File: src/rtl/conv_engine_param_pkg.sv
// Shared types for the parametrised 1-D convolution engine.
package conv_engine_param_pkg;

  // Output shape selection; the reserved code behaves as full.
  typedef enum logic [1:0] {
    SHAPE_FULL  = 2'b00,
    SHAPE_SAME  = 2'b01,
    SHAPE_VALID = 2'b10,
    SHAPE_RSVD  = 2'b11
  } shape_e;

  // Job sequencer states.
  typedef enum logic [2:0] {
    ST_IDLE  = 3'd0,
    ST_SETUP = 3'd1,
    ST_ISSUE = 3'd2,
    ST_LAST  = 3'd3,
    ST_WRITE = 3'd4,
    ST_DONE  = 3'd5
  } state_e;

  // Accumulator width that can hold a full-length dot product without overflow.
  function automatic int unsigned acc_width(input int unsigned dw, input int unsigned aw);
    return 2 * dw + aw;
  endfunction

endpackage

File: src/rtl/conv_engine_param_mac.sv
// Registered DW x DW multiply-accumulate with clear and enable.
module conv_engine_param_mac #(
  parameter int unsigned DW     = 8,
  parameter int unsigned ACC_W  = 21,
  parameter bit          SIGNED = 1'b0
) (
  input  logic             clk,
  input  logic             rstn,
  input  logic             clr,
  input  logic             en,
  input  logic [DW-1:0]    a,
  input  logic [DW-1:0]    b,
  output logic [ACC_W-1:0] sum_c
);

  localparam int unsigned PW = 2 * DW;
  localparam int unsigned XW = ACC_W - PW;

  logic [PW-1:0]    a_ext;
  logic [PW-1:0]    b_ext;
  logic [PW-1:0]    prod;
  logic [ACC_W-1:0] prod_ext;
  logic [ACC_W-1:0] acc;

  // Operand and product extension chosen by signedness; low 2*DW bits of the
  // extended product are exact in both modes.
  if (SIGNED) begin : g_signed
    assign a_ext    = {{DW{a[DW-1]}}, a};
    assign b_ext    = {{DW{b[DW-1]}}, b};
    assign prod_ext = {{XW{prod[PW-1]}}, prod};
  end else begin : g_unsigned
    assign a_ext    = {{DW{1'b0}}, a};
    assign b_ext    = {{DW{1'b0}}, b};
    assign prod_ext = {{XW{1'b0}}, prod};
  end

  assign prod  = a_ext * b_ext;
  assign sum_c = acc + prod_ext;

  // Accumulator register: clear has priority over accumulate.
  always_ff @(posedge clk or negedge rstn) begin
    if (!rstn)    acc <= '0;
    else if (clr) acc <= '0;
    else if (en)  acc <= sum_c;
  end

endmodule

File: src/rtl/conv_engine_param.sv
// Output-stationary 1-D convolution engine (full/same/valid) over external X/Y memories.
module conv_engine_param
  import conv_engine_param_pkg::*;
#(
  parameter int unsigned DW     = 8,
  parameter int unsigned AW     = 5,
  parameter bit          SIGNED = 1'b0,
  parameter int unsigned ACC_W  = acc_width(DW, AW)
) (
  input  logic             clk,
  input  logic             rstn,
  input  logic             start,
  input  logic [1:0]       shape,
  input  logic [AW-1:0]    size_x,
  input  logic [AW-1:0]    size_y,
  input  logic [DW-1:0]    data_x,
  input  logic [DW-1:0]    data_y,
  output logic [AW-1:0]    mem_x_addr,
  output logic [AW-1:0]    mem_y_addr,
  output logic [AW:0]      mem_z_addr,
  output logic [ACC_W-1:0] data_z,
  output logic             we_z,
  output logic             busy,
  output logic             done
);

  localparam int unsigned   IW  = AW + 1;
  localparam logic [IW-1:0] ONE = IW'(1);
  localparam logic [IW-1:0] TWO = IW'(2);

  state_e           state;
  logic [IW-1:0]    sx_q, sy_q;
  logic [IW-1:0]    n, n0, n1, k;
  logic             first_q;

  logic [IW-1:0]    sx_in, sy_in;
  logic [IW-1:0]    n0_c, n1_c, kmin0_c, kmax_c, n_nx_c, kmin_nx_c;
  logic             skip_c;
  logic             mac_clr_c, mac_en_c;
  logic [ACC_W-1:0] mac_sum_c;

  // First contributing k for output n.
  function automatic logic [IW-1:0] kmin_of(input logic [IW-1:0] nn, input logic [IW-1:0] sy);
    if (nn + ONE >= sy) return nn + ONE - sy;
    else                return '0;
  endfunction

  // Last contributing k for output n.
  function automatic logic [IW-1:0] kmax_of(input logic [IW-1:0] nn, input logic [IW-1:0] sx);
    if (nn + ONE < sx) return nn;
    else               return sx - ONE;
  endfunction

  // Output range and first-word bounds derived from the job inputs during SETUP.
  always_comb begin
    sx_in  = IW'(size_x);
    sy_in  = IW'(size_y);
    n0_c   = '0;
    n1_c   = sx_in + sy_in - TWO;
    skip_c = (size_x == '0) || (size_y == '0);
    case (shape_e'(shape))
      SHAPE_SAME: begin
        n0_c = sy_in >> 1;
        n1_c = n0_c + sx_in - ONE;
      end
      SHAPE_VALID: begin
        n0_c   = sy_in - ONE;
        n1_c   = sx_in - ONE;
        skip_c = skip_c || (sx_in < sy_in);
      end
      default: ;
    endcase
    kmin0_c   = kmin_of(n0_c, sy_in);
    kmax_c    = kmax_of(n, sx_q);
    n_nx_c    = n + ONE;
    kmin_nx_c = kmin_of(n_nx_c, sy_q);
  end

  // MAC control: first issue of a word clears, later issues and LAST accumulate.
  always_comb begin
    mac_clr_c = (state == ST_ISSUE) && first_q;
    mac_en_c  = ((state == ST_ISSUE) && !first_q) || (state == ST_LAST);
  end

  conv_engine_param_mac #(
    .DW     (DW),
    .ACC_W  (ACC_W),
    .SIGNED (SIGNED)
  ) u_mac (
    .clk   (clk),
    .rstn  (rstn),
    .clr   (mac_clr_c),
    .en    (mac_en_c),
    .a     (data_x),
    .b     (data_y),
    .sum_c (mac_sum_c)
  );

  // Job sequencer with registered memory addresses, write port and status.
  always_ff @(posedge clk or negedge rstn) begin
    if (!rstn) begin
      state      <= ST_IDLE;
      sx_q       <= '0;
      sy_q       <= '0;
      n          <= '0;
      n0         <= '0;
      n1         <= '0;
      k          <= '0;
      first_q    <= 1'b0;
      mem_x_addr <= '0;
      mem_y_addr <= '0;
      mem_z_addr <= '0;
      data_z     <= '0;
      we_z       <= 1'b0;
      busy       <= 1'b0;
      done       <= 1'b0;
    end else begin
      case (state)
        ST_IDLE: begin
          if (start) begin
            state <= ST_SETUP;
            busy  <= 1'b1;
          end
        end
        ST_SETUP: begin
          sx_q <= sx_in;
          sy_q <= sy_in;
          if (skip_c) begin
            state <= ST_DONE;
            busy  <= 1'b0;
            done  <= 1'b1;
          end else begin
            state      <= ST_ISSUE;
            n          <= n0_c;
            n0         <= n0_c;
            n1         <= n1_c;
            k          <= kmin0_c;
            first_q    <= 1'b1;
            mem_x_addr <= AW'(kmin0_c);
            mem_y_addr <= AW'(n0_c - kmin0_c);
          end
        end
        ST_ISSUE: begin
          first_q <= 1'b0;
          if (k == kmax_c) begin
            state <= ST_LAST;
          end else begin
            k          <= k + ONE;
            mem_x_addr <= AW'(k + ONE);
            mem_y_addr <= AW'(n - k - ONE);
          end
        end
        ST_LAST: begin
          state      <= ST_WRITE;
          we_z       <= 1'b1;
          data_z     <= mac_sum_c;
          mem_z_addr <= n - n0;
        end
        ST_WRITE: begin
          we_z   <= 1'b0;
          data_z <= '0;
          if (n == n1) begin
            state <= ST_DONE;
            busy  <= 1'b0;
            done  <= 1'b1;
          end else begin
            state      <= ST_ISSUE;
            n          <= n_nx_c;
            k          <= kmin_nx_c;
            first_q    <= 1'b1;
            mem_x_addr <= AW'(kmin_nx_c);
            mem_y_addr <= AW'(n_nx_c - kmin_nx_c);
          end
        end
        ST_DONE: begin
          state <= ST_IDLE;
          done  <= 1'b0;
        end
        default: begin
          state <= ST_IDLE;
          busy  <= 1'b0;
          done  <= 1'b0;
          we_z  <= 1'b0;
        end
      endcase
    end
  end

endmodule

File: config.mk
export PLATFORM = sky130hd
export DESIGN_NAME = conv_engine_param
export DESIGN_NICKNAME = d
export VERILOG_FILES = /design/src/rtl/conv_engine_param_pkg.sv /design/src/rtl/conv_engine_param_mac.sv /design/src/rtl/conv_engine_param.sv
export SDC_FILE = /design/constraint.sdc
export NUM_CORES = 1
export LEC_CHECK = 0
export ABC_AREA = 1
export BUFFER_PORTS_ARGS = -buffer_cell sky130_fd_sc_hd__buf_2
export CAP_MARGIN = 20
export CORE_ASPECT_RATIO = 0.5
export CORE_MARGIN = 4
export CORE_UTILIZATION = 55
export DETAILED_ROUTE_END_ITERATION = 6
export MAX_ROUTING_LAYER = met4
export PLACE_DENSITY = 0.73
export SYNTH_ARGS = -nofsm -noshare
export SYNTH_HDL_FRONTEND = slang
export SYNTH_HIERARCHICAL = 1
export SYNTH_SLANG_ARGS = --single-unit
File: constraint.sdc
create_clock -name clk -period 6.5 [get_ports clk]
set_clock_uncertainty 0.1 [all_clocks]
set_input_delay 1.3 -clock clk [delete_from_list [all_inputs] [get_ports clk]]
set_output_delay 1.3 -clock clk [all_outputs]
set_load 0.01 [all_outputs]
==> results.toml <==
[status]
outcome = "finished clean"

[place]
hpwl_mm = 20.07
placed_area_sq_um = 10320
port_buffers = 70
gp_congestion = 0.9183

[timing]
setup_viol = 0
hold_viol = 0
tns_ns = 0
drv_slew = 0
min_period_ns = 5.287
max_slew.worst_pin.slew_ns = 0.8606
slew_headroom_pct = 42.27
period_share_pct = 81.34
worst_hold_slack_ns = 0.3901
max_freq_ghz = 0.1891
grt_setup_unrepaired = "false"

[clock_network]
htree_levels = 3
cts_root_buf = "clkbuf_16"
ctsResizeCount = 0
cts-buffers-inserted = 9
cts_setup_buffers = 0
cts_tree = "built"
holdBufCountCts = 0
clock_sinks = 94
cts.clk_slew.worst_paths_ns = 0.08
clk_latency_ns = 0.35
cts_buffer_depth = 2

[drt]
post-route-drc-count = 0
drt-total-wl_mm = 24.87
via_count = 8561
wl_per_cell_um = 15.04
avgViaCountPerCell = 5.176
ant_nets = 0
first_pass_iters = 5
drt_iter0_drc = 473

[critical_path]
cpPeakStageDelay_ns = 0.35
crit_start = "size_y[1]"
cp_common_cell = "nand2_1"
worst_setup_path_start_kind = "primary input"
ff2ff_path_depth = 23
critical_path_class = "in2reg"
r2r-end = "mem_y_addr[4]"
crit_fanout = 9
rrSetupSlack_ns = 1.68
r2r_start = "n[0]"
cp.arrival_ns = 5.43
crit_slowest_cell = "fa_1"
worstPathRequired_ns = 6.65
crit_path_end_kind = "register"
worstSetupEndpoint = "mem_y_addr[4]"

[floorplan]
fp.dieH_um = 102.4
core_sq_um = 17440
dieArea_sq_um = 20160
rows = 34
initial_utilization_pct = 56.23
io_pins = 71
die_w_um = 196.8

[yosys]
synth.largest_area_cell = "dfrtp_1"
synth_cell_type_count = 43
ys.flop_type = "dfrtp_1"
yosysWarnings = 6
synth_edf_count = 0
synthArstFlopShare_pct = 100.0
syn_nets = 1558
synth_area_per_cell_sq_um = 7.174
syn_area_sq_um = 9807
ys_seq_area_share_pct = 23.99
synthCells = 1367
ys_seq_elements = 94
synthTopCellsByArea = "dfrtp_1 24%, nand2_1 14%, ha_1 13%"
synth_top_cell_area_share_pct = 23.99

[power_and_ir_drop]
max-vdd-ir-drop_mv = 0.2642
power.leakage_nw = 6.163
power.total_mw = 5.655
p_per_area_nw_per_um2 = 532.9

[cells_and_area]
multi_input_area_sq_um = 6182
final_cell_mix = "363 x nand2_1, 280 x inv_1, 110 x nand3_1"
nNetsFinal = 1606
seq_area_sq_um = 2352
diodes = 0
nFillCells = 1659
area_growth_pct = 8.203
final_common_cell = "nand2_1"
finalInstanceArea_sq_um = 10610
final_layout_size_suffix_gt1_share_pct = 10.42

[global_route]
grt_start_max_net_pins = 49
grt_usage_pct = 26.16
grt_antenna_before_repair = 0
grt-ovfl-total = 0
grt_pass1_wl_mm = 41.57
grt_pass1_vias = 8397

[job]
drv_cap = 0

[worst_hold_path]
hp-class = "reg2reg"
holdPathStages = 2
## final cells by class
cell class,count,share of cell area [%]
timing repair buffer,78,3.891
clock inverter,7,0.6485
clock buffer,9,2.122
sequential,94,22.17
multi-input combinational,945,58.26
tap,234,2.759
inverter,287,10.15
## synth_stat cells (3+ instances only)
master    number
nand3b_1       4
nand2_2       16
ha_1         102
o21ai_0       61
buf_2          3
a21oi_2        7
xor2_1        17
o22ai_1        4
nand3_2        5
nor2_2         6
a21oi_1       46
o221ai_1       5
fa_1          58
o211ai_1       6
buf_4          6
or2_1          3
nor3_1         7
a31oi_1        5
nor2_1        65
inv_2          5
and2_1        10
nand2_1      363
or2_2         10
nor4_1         3
clkbuf_1      30
nand4_1        4
dfrtp_1       94
xnor2_1       13
nand3_1      110
inv_1        280
## worst min-delay path by stage
stage / from / to / slack, ns
global route: sy_q[3] / sy_q[3] / 0.42
global placement: mem_z_addr[4] / mem_z_addr[4] / 0.37
CTS: u_mac/acc[14] / u_mac/acc[14] / 0.39
floorplan: u_mac/acc[13] / u_mac/acc[13] / 0.35
finish: u_mac/acc[14] / u_mac/acc[14] / 0.39
detailed placement: u_mac/acc[14] / u_mac/acc[14] / 0.37
## layer usage
metal,up-vias,track usage (%),wire length (um)
met1,4049,34.70,11810
li1,4313,-,-
met5,-,-,0
met4,0,5.431,359
met3,31,3.491,1121
met2,168,43.70,11580
## power breakdown
part           switching, mW  leakage, nW  total (mW)  internal (mW)
clock network          0.269        0.147       0.543          0.273
registers              0.196         1.21        1.03          0.837
logic                   2.59         4.81        4.08           1.48
## cell families (layout without fill, tap and decap cells)
family / Yosys count / count (layout) / share of synthesized area [%]
and+or+nand+nor: 610 / 610 / 27.01
xor gates and xnor gates: 31 / 31 / 2.845
AOI/OAI and AO/OA: 144 / 144 / 8.331
DFF: 94 / 94 / 23.99
buffers and inverters: 328 / 381 / 12.98
adders and majority gates: 160 / 160 / 24.85
## through the flow
| step | utilization (%) | instances | setup WS [ns] |
|---|---|---|---|
| finish | 60.84 | 1654 | 1.213 |
| global route | 60.84 | 1654 | 0.9068 |
| CTS | 60.84 | 1654 | 1.329 |
| detailed placement | 59.15 | 1638 | 0.9803 |
| global placement | 59.15 | 1638 | 1.144 |
| floorplan | - | 1367 | 1.290 |
## state kept, by name, summed over array words and instances, names as in the netlist
signal      count
u_mac/acc      21
we_z            1
state           3
data_z         21
n               6
n0              6
mem_z_addr      6
sy_q            5
n1              6
first_q         1
mem_x_addr      4
busy            1
done            1
sx_q            5
k               2
mem_y_addr      5
## worst max-delay path: cells and delay by family
family | cells | cell delay (ns)
buf+inv | 6 | 0.69
simple gates | 12 | 1.25
fa+ha+maj | 4 | 1.15
xor+xnor | 2 | 0.36
compound gates | 5 | 0.70
No activity file was read; power rests on OpenSTA's default activity.
